**config.mk**
```make
export PLATFORM = sky130hd
export DESIGN_NAME = exception_unit
export DESIGN_NICKNAME = d
export VERILOG_FILES = /design/src/rtl/exc_pkg.sv /design/src/rtl/exc_priority_enc.sv /design/src/rtl/exception_unit.sv
export SDC_FILE = /design/constraint.sdc
export NUM_CORES = 1
export LEC_CHECK = 0
export CAP_MARGIN = 10
export CORE_ASPECT_RATIO = 1.75
export CORE_UTILIZATION = 25
export DETAILED_ROUTE_END_ITERATION = 8
export PLACE_DENSITY = 0.66
export SLEW_MARGIN = 5
export SYNTH_ARGS = -nofsm -noshare
export SYNTH_HDL_FRONTEND = slang
export SYNTH_SLANG_ARGS = --single-unit
export TNS_END_PERCENT = 5
```
**constraint.sdc**
```tcl
create_clock -name clk -period 6.9 [get_ports clk]
set_clock_uncertainty 0.15 [all_clocks]
set_input_delay 2.07 -clock clk [delete_from_list [all_inputs] [get_ports clk]]
set_output_delay 2.07 -clock clk [all_outputs]
set_load 0.05 [all_outputs]
```
**src/rtl/exc_pkg.sv**
```systemverilog
// Shared ExcCodes, exception-flag bit positions and FSM/selector types for the commit-point exception unit.
// Latency: n/a (declarations only).
// Backpressure: n/a.
package exc_pkg;

  // ExcCode values written into Cause.ExcCode
  localparam logic [4:0] EXC_INT  = 5'h00;
  localparam logic [4:0] EXC_ADEL = 5'h04;
  localparam logic [4:0] EXC_ADES = 5'h05;
  localparam logic [4:0] EXC_SYS  = 5'h08;
  localparam logic [4:0] EXC_BP   = 5'h09;
  localparam logic [4:0] EXC_RI   = 5'h0A;
  localparam logic [4:0] EXC_OV   = 5'h0C;

  // Bit positions inside the 7-bit per-instruction exception flag vector
  localparam int EXC_FLAG_W      = 7;
  localparam int EXC_BIT_IF_ADEL = 6;
  localparam int EXC_BIT_RI      = 5;
  localparam int EXC_BIT_OV      = 4;
  localparam int EXC_BIT_SYS     = 3;
  localparam int EXC_BIT_BP      = 2;
  localparam int EXC_BIT_ADEL    = 1;
  localparam int EXC_BIT_ADES    = 0;

  // Source of BadVAddr for the selected event
  typedef enum logic [1:0] {
    BV_NONE = 2'd0,
    BV_PC   = 2'd1,
    BV_DATA = 2'd2
  } bv_sel_t;

  // Redirect FSM
  typedef enum logic {
    IDLE  = 1'b0,
    REDIR = 1'b1
  } exc_state_t;

endpackage

```
**src/rtl/exc_priority_enc.sv**
```systemverilog
// Fixed-priority selector: picks one event from interrupt, exception flags and ERET.
// Latency: purely combinational, zero cycles.
// Backpressure: none; caller decides whether the result commits.
module exc_priority_enc
  import exc_pkg::*;
(
  input  logic [EXC_FLAG_W-1:0] exc,
  input  logic                  int_take,
  input  logic                  eret,
  output logic                  valid,
  output logic [4:0]            code,
  output bv_sel_t               badvaddr_sel,
  output logic                  is_eret
);

  // Highest-priority event wins; ERET only when nothing else is pending
  always_comb begin
    valid        = 1'b1;
    code         = EXC_INT;
    badvaddr_sel = BV_NONE;
    is_eret      = 1'b0;
    if (int_take) begin
      code = EXC_INT;
    end else if (exc[EXC_BIT_IF_ADEL]) begin
      code         = EXC_ADEL;
      badvaddr_sel = BV_PC;
    end else if (exc[EXC_BIT_RI]) begin
      code = EXC_RI;
    end else if (exc[EXC_BIT_OV]) begin
      code = EXC_OV;
    end else if (exc[EXC_BIT_SYS]) begin
      code = EXC_SYS;
    end else if (exc[EXC_BIT_BP]) begin
      code = EXC_BP;
    end else if (exc[EXC_BIT_ADEL]) begin
      code         = EXC_ADEL;
      badvaddr_sel = BV_DATA;
    end else if (exc[EXC_BIT_ADES]) begin
      code         = EXC_ADES;
      badvaddr_sel = BV_DATA;
    end else if (eret) begin
      is_eret = 1'b1;
    end else begin
      valid = 1'b0;
    end
  end

endmodule

```
**src/rtl/exception_unit.sv**
```systemverilog
// Commit-point exception arbiter: drives the cp0 exception write port, flushes and redirects fetch.
// Latency: cp0 write and flush in the commit cycle; redirect_valid from the next cycle.
// Backpressure: redirect held (and MEM ignored) until redirect_ready is seen.
module exception_unit
  import exc_pkg::*;
#(
  parameter logic [31:0] EXC_VECTOR = 32'hBFC0_0380
) (
  input  logic                  clk,
  input  logic                  rst,
  input  logic                  mem_valid,
  input  logic                  mem_stall,
  input  logic [31:0]           mem_pc,
  input  logic                  mem_is_branch,
  input  logic                  mem_eret,
  input  logic [EXC_FLAG_W-1:0] mem_exc,
  input  logic [31:0]           mem_data_addr,
  input  logic                  allow_interrupt,
  input  logic [7:0]            interrupt_flag,
  input  logic [31:0]           epc_address,
  output logic                  exp_en,
  output logic                  exp_badvaddr_en,
  output logic [31:0]           exp_badvaddr,
  output logic                  exp_bd,
  output logic [4:0]            exp_code,
  output logic [31:0]           exp_epc,
  output logic                  exl_clean,
  output logic                  flush,
  output logic                  redirect_valid,
  output logic [31:0]           redirect_pc,
  input  logic                  redirect_ready
);

  exc_state_t  state, state_nxt;
  logic        in_ds;
  logic        commit;
  logic        int_take;
  logic        ev_valid;
  logic [4:0]  ev_code;
  bv_sel_t     ev_bv_sel;
  logic        ev_is_eret;

  assign int_take = allow_interrupt & (|interrupt_flag);
  assign commit   = mem_valid & ~mem_stall & (state == IDLE);

  exc_priority_enc u_enc (
    .exc          (mem_exc),
    .int_take     (int_take),
    .eret         (mem_eret),
    .valid        (ev_valid),
    .code         (ev_code),
    .badvaddr_sel (ev_bv_sel),
    .is_eret      (ev_is_eret)
  );

  // cp0 write port, sampled by cp0 on the same edge as the commit
  always_comb begin
    exp_en          = rst & commit & ev_valid;
    exp_code        = ev_code;
    exp_bd          = ev_is_eret ? 1'b0 : in_ds;
    exl_clean       = exp_en & ev_is_eret;
    exp_badvaddr_en = exp_en & (ev_bv_sel != BV_NONE);
    exp_badvaddr    = 32'h0;
    if (ev_bv_sel == BV_PC)   exp_badvaddr = mem_pc;
    if (ev_bv_sel == BV_DATA) exp_badvaddr = mem_data_addr;
    if (ev_is_eret)  exp_epc = epc_address;
    else if (in_ds)  exp_epc = mem_pc - 32'd4;
    else             exp_epc = mem_pc;
  end

  // Flush covers the commit cycle and the whole redirect handshake
  assign flush          = rst & (exp_en | (state == REDIR));
  assign redirect_valid = (state == REDIR);

  // Next-state: enter REDIR on a taken event, leave once fetch accepts
  always_comb begin
    state_nxt = state;
    case (state)
      IDLE:    if (exp_en) state_nxt = REDIR;
      REDIR:   if (redirect_ready) state_nxt = IDLE;
      default: state_nxt = IDLE;
    endcase
  end

  // State register
  always_ff @(posedge clk or negedge rst) begin
    if (!rst) state <= IDLE;
    else      state <= state_nxt;
  end

  // Redirect target is latched at commit so it stays stable through REDIR
  always_ff @(posedge clk or negedge rst) begin
    if (!rst)        redirect_pc <= 32'h0;
    else if (exp_en) redirect_pc <= ev_is_eret ? epc_address : EXC_VECTOR;
  end

  // Delay-slot tracking: set by a committed, non-excepting branch
  always_ff @(posedge clk or negedge rst) begin
    if (!rst)        in_ds <= 1'b0;
    else if (flush)  in_ds <= 1'b0;
    else if (commit) in_ds <= mem_is_branch;
  end

endmodule

```
==> impl_metrics.yaml, run 1 <==
yosys:
  synth_edf_count: 0
  synth-async-reset-ratio_pct: 100.0
  synth_fp_nets: 440
  synth_top_cell_area_share_pct: 30.60
  avgSynthCellArea_um2: 8.688
  synth_flop_cell: "dfrtp_1"
  synthTopCellsByArea: "dfrtp_1 31%, a22o_1 15%, a21oi_1 7.4%"
  yosys_warnings: 0
  ys_types: 48
  ys_seq_elements: 34
  seq_area_frac_synth_pct: 30.60
  syn_inst: 320
  netlist_area_mm2: 0.002780
  synth_top_cell_by_area: "dfrtp_1"
cts:
  htree_levels: 2
  clock-sinks: 34
  cts_tree: "yes"
  clk_latency_ps: 280
  cts_hold_buf: 0
  ctsResizeCount: 0
  clk_pin_slew_ps: 50
  cts_made_buffers: 5
  post_cts_buffers: 0
  clk_path_buf_depth: 2
  clockRootBuffer: "clkbuf_16"
sta:
  layout_min_cycle_time_ps: 6804
  hold_viol: 0
  fin_crit_sh_pct: 98.61
  final-setup-viol-count: 0
  drv_slew: 0
  rsz0062_at_grt: "no"
  worst-slew-pin-transition_ps: 584.3
  max_slew_margin_pct: 60.92
  maxClockFrequency_mhz: 147.0
  tns_ps: 0
finish:
  final_cell_mix: "152 x clkdlybuf4s50_1, 62 x buf_12, 52 x nor2_1, 49 x a22o_1, 41 x a21oi_1"
  regArea_um2: 850.8
  nets: 665
  finalInstanceArea_mm2: 0.005906
  area_growth_pct: 112.4
  drive_gt1_share_pct: 21.98
  multi_input_area_mm2: 0.001770
  num-fill-cells: 986
  final_util_pct: 54.88
  antenna_cells: 0
  final_common_cell: "clkdlybuf4s50_1"
worst_hold_path:
  hold_path_end: "redirect_pc[1]$_DFFE_PN0P_"
  whs_path_depth: 2
  hold_path_class: "flip-flop to flip-flop"
  worstHoldStart: "redirect_pc[1]$_DFFE_PN0P_"
detailed_routing:
  ant_nets: 0
  wl_per_cell_um: 18.26
  post-route-drc-count: 0
  vias_per_cell: 5.036
  dr.first_iter.drc_count: 97
  routed_wl_mm: 12.34
  via_count: 3404
  first_pass_iters: 4
worst_setup_path:
  r2r_cells: 7
  cp_max_fo: 36
  critPathKind: "input port to output pin"
  crit_required_ps: 4680
  rrSetupSlack_ps: 4450
  rr_endpoint: "redirect_pc[12]$_DFFE_PN0P_"
  cp.arrival_ps: 4580
  cp-start-kind: "input port"
  reg2reg_from: "redirect_valid$_DFF_PN0_"
  end_kind: "output pin"
power_and_ir_drop:
  power_density_mw_per_mm2: 129.4
  ir_worst_vdd_v: 0.0001050
  p_leak_nw: 2.330
floorplan:
  initial_core_util_pct: 25.84
  ios: 226
  die-area_mm2: 0.01156
  chipWidth_um: 81.72
  rows: 50
  coreArea_mm2: 0.01076
  die_h_um: 141.5
grt:
  grt_max_degree: 37
  grt.overflow.total: 0
  antenna_found_initial: 0
  grtUsageTotal_pct: 21.35
  grt_pass1_vias: 3538
  grt_pass1_wl_mm: 18.39
outcome:
  outcome: "completed"
placed_design:
  placedInstanceArea_mm2: 0.005758
  gp_congestion: 0.9127
  hpwl_mm: 10.26
  portBuffers: 224
job:
  drv_cap: 0
## critical path, cell delays in order
cell and delay (ps):
clkdlybuf4s50_1 400, or4_1 560, o21a_4 260, or4b_4 720, mux2_4 370, buf_4 190
## worst max-delay path by stage
| stage | from | cells past startpoint | to | slack (ps) |
|---|---|---|---|---|
| CTS | interrupt_flag[1] | 6 | exp_epc[3] | 50 |
| global placement | interrupt_flag[5] | 6 | exp_epc[3] | 90 |
| global route | interrupt_flag[1] | 6 | exp_epc[3] | 20 |
| floorplan | interrupt_flag[1] | 6 | exp_epc[31] | 250 |
| detailed placement | interrupt_flag[1] | 6 | exp_epc[3] | 60 |
| finish | interrupt_flag[1] | 6 | exp_epc[3] | 100 |
## flip-flops by register name, indices dropped and copies added, names as in the netlist
register	count
redirect_pc	32
in_ds	1
redirect_valid	1
## cell families (layout without fill, tap and decap cells)
| family | Yosys count | after routing | share of synthesized area, % |
|---|---|---|---|
| simple gates | 120 | 120 | 24.03 |
| compound gates | 104 | 104 | 27.54 |
| flops | 34 | 34 | 30.60 |
| xor+xnor | 29 | 29 | 9.136 |
| buf+inv | 27 | 253 | 6.120 |
| mux | 4 | 4 | 1.980 |
| fa+ha+maj | 1 | 1 | 0.4500 |
| other cells | 1 | 1 | 0.1349 |
## Yosys cell counts (2+ instances only)
cell	count
clkbuf_1	6
nand4b_1	2
buf_2	7
xor2_1	18
dfrtp_1	34
a21oi_1	41
nor4_1	6
buf_4	2
nor2_4	4
a21oi_2	2
o21ai_0	3
inv_1	4
and3_1	2
nand3b_1	2
nor3b_1	2
or4b_4	2
buf_6	7
o21ai_2	3
nand3_1	7
xnor2_1	11
mux2_4	3
nand4_1	2
nor2_1	53
nand2_1	13
or4_1	4
and2_1	2
a22o_1	49
nor3_1	7
or3_1	3
## per-layer routing
metal  global-route usage [%]  wire, µm  part of all wire [%]
met2                    38.73      6641                    54
met3                    3.537       801                   6.5
met1                    22.50      4285                    35
met4                    11.82       616                   5.0
met5                        0         0                     0
## metrics by stage
step	hold WS (ps)	power (mW)	cells	worst slack [ps]
after floorplan	543.8	0.3479	320	250.0
after global placement	316.6	0.5441	668	91.63
after detailed placement	315.2	0.5465	668	55.18
after CTS	327.7	0.7738	676	54.17
after global routing	362.3	0.7942	676	22.07
final	323.8	0.7645	676	95.76
## report_power, final
group	total, mW	switching [mW]	leakage, nW	internal, mW
combinational	0.335	0.170	1.85	0.165
clock	0.223	0.0802	0.0739	0.143
sequential	0.206	0.00390	0.411	0.202
total	0.764	0.254	2.33	0.511
## cell type report
cell class	count	share of cell area, %
clock buffer	7	2.415
sequential	34	14.41
tap	130	2.754
timing repair buffer	240	50.04
inverter	5	0.3178
clock inverter	1	0.08475
multi-input combinational	259	29.98
(Power assumes the default switching activity.)
==> inputs of run 2 (changes only) <==
--- a/config.mk
+++ b/config.mk
@@ -6,10 +6,12 @@
 export NUM_CORES = 1
 export LEC_CHECK = 0
 export CAP_MARGIN = 10
+export CELL_PAD_IN_SITES_DETAIL_PLACEMENT = 1
+export CELL_PAD_IN_SITES_GLOBAL_PLACEMENT = 1
 export CORE_ASPECT_RATIO = 1.75
-export CORE_UTILIZATION = 25
+export CORE_UTILIZATION = 24
 export DETAILED_ROUTE_END_ITERATION = 8
-export PLACE_DENSITY = 0.66
+export PLACE_DENSITY = 0.89
 export SLEW_MARGIN = 5
 export SYNTH_ARGS = -nofsm -noshare
 export SYNTH_HDL_FRONTEND = slang
==> run 2 against run 1 <==
Global-route usage grew 1.9 points. Sequential cell count is the same. Wire length grew 15%. Clock-buffer cell count shrank 2. Total power grew 5.1%. Non-clock buffer count grew 1. Sequential power is essentially flat. Sequential share of layout area shrank 0.17 points. Clock power grew 15%.
==> impl_metrics.yaml, run 2 (synthesis results as in run 1) <==
cts:
  clk_latency_ps: 280
  cts_made_buffers: 5
  clock-sinks: 34
  clockRootBuffer: "clkbuf_16"
  post_cts_buffers: 0
  cts_tree: "yes"
  ctsResizeCount: 0
  clk_path_buf_depth: 2
  cts_hold_buf: 0
  htree_levels: 2
  clk_pin_slew_ps: 50
power_and_ir_drop:
  ir_worst_vdd_v: 0.0001175
  power_density_mw_per_mm2: 134.4
  p_leak_nw: 2.361
  power.total_mw: 0.8035
worst_setup_path:
  cp_max_fo: 27
  path_cells: "clkdlybuf4s50_1, or4_4, o21a_4, or4b_4, buf_12, nor2_1, a21oi_1, buf_12"
  slowest_delay_ps: 620
  crit_top_cell: "buf_12"
  end_kind: "output pin"
  critPathKind: "input port to output pin"
  critPathTopFamily: "simple AND/OR/NAND/NOR gates"
  cp-start-kind: "input port"
  crit_buf_inv: 3
  crit_required_ps: 4680
  cp.arrival_ps: 4590
  crit_path_top_delay_cell: "or4b_4"
finish:
  largest-register: "redirect_pc"
  largest_register_ffs: 32
  area_growth_pct: 115.0
  drive_gt1_share_pct: 22.49
  final_cell_mix: "152 x clkdlybuf4s50_1, 65 x buf_12, 52 x nor2_1, 49 x a22o_1, 41 x a21oi_1"
  nets: 666
  antenna_cells: 0
  final_common_cell: "clkdlybuf4s50_1"
detailed_routing:
  post-route-drc-count: 0
  routed_wl_mm: 14.22
  via_count: 3496
  vias_per_cell: 5.149
  first_pass_iters: 4
  ant_nets: 0
  dr.first_iter.drc_count: 107
  wl_per_cell_um: 20.94
job:
  drv_cap: 0
floorplan:
  die_h_um: 144.4
  initial_core_util_pct: 24.75
  rows: 51
  chipWidth_um: 83.36
  coreArea_mm2: 0.01123
  ios: 226
  die-area_mm2: 0.01204
sta:
  fin_crit_sh_pct: 98.74
  tns_ps: 0
  hold_viol: 0
  drv_slew: 0
  final-setup-viol-count: 0
  rsz0062_at_grt: "no"
  max_slew_margin_pct: 59.29
  layout_min_cycle_time_ps: 6813
  worst-slew-pin-transition_ps: 608.5
  maxClockFrequency_mhz: 146.8
placed_design:
  portBuffers: 224
  hpwl_mm: 11.89
  gp_congestion: 0.8526
grt:
  grt_max_degree: 37
  grtUsageTotal_pct: 23.28
  grt_pass1_vias: 3930
  antenna_found_initial: 0
  grt.overflow.total: 0
  grt_pass1_wl_mm: 21.58
outcome:
  outcome: "completed"
worst_hold_path:
  hold_path_class: "flip-flop to flip-flop"
## run 2: path summary, 6_finish.rpt
path | start | end | slack [ps] | cells after the start
setup / recovery | interrupt_flag[5] | exp_epc[17] | 90 | 8
hold / removal | redirect_pc[3]$_DFFE_PN0P_ | redirect_pc[3]$_DFFE_PN0P_ | 330 | 2
setup reg to reg | redirect_valid$_DFF_PN0_ | redirect_pc[20]$_DFFE_PN0P_ | 4570 | 6
hold reg to reg | redirect_pc[3]$_DFFE_PN0P_ | redirect_pc[3]$_DFFE_PN0P_ | 330 | 2
max in group asynchronous | rst | redirect_pc[10]$_DFFE_PN0P_ | 4560 | 2
min in group asynchronous | rst | redirect_valid$_DFF_PN0_ | 1690 | 2
## run 2: stage by stage
stage | instance area, µm² | hold WS [ps] | worst slack, ps | std cells | utilization [%]
4_1_cts | 5971 | 338.1 | 47.13 | 679 | 53.16
2_1_floorplan | 2780 | 543.8 | 250.0 | 320 | -
6_report | 5977 | 331.0 | 86.90 | 679 | 53.22
3_5_place_dp | 5806 | 325.5 | 49.19 | 671 | 51.69
5_1_grt | 5977 | 355.5 | 0.2105 | 679 | 53.22
3_3_place_gp | 5806 | 324.0 | 137.4 | 671 | 51.69
## run 2: routing by layer
layer / vias to the layer above / routed length, µm / global-route usage [%]
li1: 1629 / - / -
met1: 1674 / 4835 / 22.78
met2: 154 / 7946 / 45.38
met3: 39 / 670 / 4.053
met4: 0 / 767 / 13.52
met5: - / 0 / 0
## run 2: report_power, final
group / total (mW) / internal (mW) / switching (mW)
logic: 0.341 / 0.167 / 0.174
registers: 0.206 / 0.202 / 0.00420
clock network: 0.256 / 0.169 / 0.0874
## run 2: layout make-up
| class | instances | area, µm² |
|---|---|---|
| clock buffers | 5 | 125.1 |
| clock inverters | 3 | 40.04 |
| fillers | 1214 | 5254 |
| inverters | 5 | 18.77 |
| multi-input cells | 259 | 1777 |
| flip-flops and latches | 34 | 850.8 |
| well taps | 132 | 165.2 |
| repair buffers | 241 | 3000 |
## run 2: worst register-to-register path, delay by kind of cell (launching register included)
kind | cells | cell delay [ps]
AOI/OAI and AO/OA | 1 | 180
buffers and inverters | 2 | 460
DFF | 1 | 420
and+or+nand+nor | 3 | 1060
==> inputs of run 3 (changes only) <==
--- a/config.mk
+++ b/config.mk
@@ -9,8 +9,10 @@
 export CELL_PAD_IN_SITES_DETAIL_PLACEMENT = 1
 export CELL_PAD_IN_SITES_GLOBAL_PLACEMENT = 1
 export CORE_ASPECT_RATIO = 1.75
+export CORE_MARGIN = 2
 export CORE_UTILIZATION = 24
 export DETAILED_ROUTE_END_ITERATION = 8
+export HOLD_SLACK_MARGIN = 0.03
 export PLACE_DENSITY = 0.89
 export SLEW_MARGIN = 5
 export SYNTH_ARGS = -nofsm -noshare
==> run 3 against run 2 <==
Combinational power about the same. Worst hold slack improved by 2.9 ps. Sequential cell count stayed put. Clock-buffer cell count stayed put. Sequential share of layout area up 0.081 points. Non-clock buffer count fell by 3. Critical path depth shrank 1. Sequential power barely moved. Register-to-register slack gained 70 ps. Critical path type unchanged. Die area grew 3.8%.
==> impl_metrics.yaml, run 3 (synthesis results as in run 1) <==
cts:
  cts_made_buffers: 5
  clk_path_buf_depth: 2
  cts_tree: "yes"
  htree_levels: 2
  clock-sinks: 34
  clk_pin_slew_ps: 50
  ctsResizeCount: 0
  cts_hold_buf: 0
  clk_latency_ps: 280
  clockRootBuffer: "clkbuf_16"
  post_cts_buffers: 0
outcome:
  outcome: "completed"
worst_setup_path:
  rr_endpoint: "redirect_pc[4]$_DFFE_PN0P_"
  reg2reg_from: "redirect_valid$_DFF_PN0_"
  crit_start: "interrupt_flag[1]"
  cp-start-kind: "input port"
  critPathKind: "input port to output pin"
  end_kind: "output pin"
  r2r_cells: 7
  crit_required_ps: 4680
  cp-endpoint: "exp_epc[16]"
  cp_max_fo: 33
  rrSetupSlack_ps: 4640
  cp.arrival_ps: 4580
finish:
  nets: 663
  final_common_cell: "clkdlybuf4s50_1"
  largest_register_ffs: 32
  drive_gt1_share_pct: 21.92
  final_cell_mix: "152 x clkdlybuf4s50_1, 66 x buf_12, 52 x nor2_1, 49 x a22o_1, 41 x a21oi_1"
  area_growth_pct: 113.8
  num-fill-cells: 1256
  largest-register: "redirect_pc"
detailed_routing:
  routed_wl_mm: 14.57
  post-route-drc-count: 0
  via_count: 3537
  ant_nets: 0
  vias_per_cell: 5.209
  wl_per_cell_um: 21.46
  first_pass_iters: 4
  dr.first_iter.drc_count: 78
sta:
  tns_ps: 0
  max_slew_margin_pct: 57.60
  maxClockFrequency_mhz: 147.1
  fin_crit_sh_pct: 98.55
  worst-slew-pin-transition_ps: 633.8
  layout_min_cycle_time_ps: 6800
  rsz0062_at_grt: "no"
  hold_viol: 0
  drv_slew: 0
  final-setup-viol-count: 0
placed_design:
  gp_congestion: 0.8965
  portBuffers: 224
  hpwl_mm: 12.29
grt:
  grt_pass1_wl_mm: 22.67
  antenna_found_initial: 1
  grt_max_degree: 37
  grtUsageTotal_pct: 23.34
  grt_pass1_vias: 4100
  grt.overflow.total: 0
power_and_ir_drop:
  p_leak_nw: 2.336
  power.total_mw: 0.7592
  ir_worst_vdd_v: 0.0001321
  power_density_mw_per_mm2: 127.7
floorplan:
  initial_core_util_pct: 24.28
  rows: 52
  coreArea_mm2: 0.01145
  die_h_um: 146.4
  ios: 226
  chipWidth_um: 85.36
  die-area_mm2: 0.01250
job:
  drv_cap: 0
worst_hold_path:
  whs_path_depth: 2
  hold_path_class: "flip-flop to flip-flop"
[run 3: changes by cell type in the layout (fill, tap and decap cells not counted), sizes merged]
cell    previous run  this run
buf               89        86
bufinv             1         0
diode              0         1
[run 3: report_power, final]
part	total [mW]	switching [mW]	internal, mW
Clock	0.212	0.0819	0.130
Combinational	0.341	0.175	0.166
Sequential	0.206	0.00419	0.202
Total	0.759	0.261	0.498
[run 3: per-layer routing]
metal / vias to the layer above / GRT usage [%] / part of all wire, %
met5: - / 0 / 0
met4: 0 / 13.33 / 5.1
met3: 40 / 3.901 / 5.1
met2: 163 / 43.36 / 56
met1: 1715 / 23.83 / 34
li1: 1619 / - / -
[run 3: layout make-up]
| class | count | area [µm²] | area share, % |
|---|---|---|---|
| Clock inverter | 2 | 10.01 | 0.1684 |
| Multi-Input combinational cell | 259 | 1777 | 29.89 |
| Antenna cell | 1 | 2.502 | 0.04211 |
| Clock buffer | 5 | 125.1 | 2.105 |
| Tap cell | 135 | 168.9 | 2.842 |
| Inverter | 5 | 18.77 | 0.3158 |
| Timing Repair Buffer | 238 | 2990 | 50.32 |
| Sequential cell | 34 | 850.8 | 14.32 |
[run 3: how the worst min path moves through the flow]
stage	end	slack, ps	startpoint
after floorplan	in_ds$_DFFE_PN0P_	540	in_ds$_DFFE_PN0P_
after global placement	redirect_pc[0]$_DFFE_PN0P_	320	redirect_pc[0]$_DFFE_PN0P_
after detailed placement	redirect_pc[3]$_DFFE_PN0P_	330	redirect_pc[3]$_DFFE_PN0P_
after CTS	redirect_pc[3]$_DFFE_PN0P_	340	redirect_pc[3]$_DFFE_PN0P_
after global routing	redirect_pc[3]$_DFFE_PN0P_	380	redirect_pc[3]$_DFFE_PN0P_
final	redirect_pc[3]$_DFFE_PN0P_	330	redirect_pc[3]$_DFFE_PN0P_
[run 3: worst max-delay path, cell delays in order]
cell	delay, ps
clkdlybuf4s50_1	390
or4_1	560
o21a_4	260
or4b_4	600
buf_12	210
a21oi_1	290
buf_12	180
[run 3: metrics by stage]
step	area [µm²]	cells	worst slack [ps]	util, %	hold WS (ps)
6_report	5943	679	99.82	51.90	333.9
2_1_floorplan	2780	320	250.0	-	543.8
5_1_grt	5943	679	10.60	51.90	377.9
3_5_place_dp	5799	671	93.76	50.64	326.9
4_1_cts	5934	678	94.81	51.82	339.3
3_3_place_gp	5799	671	149.2	50.64	318.9
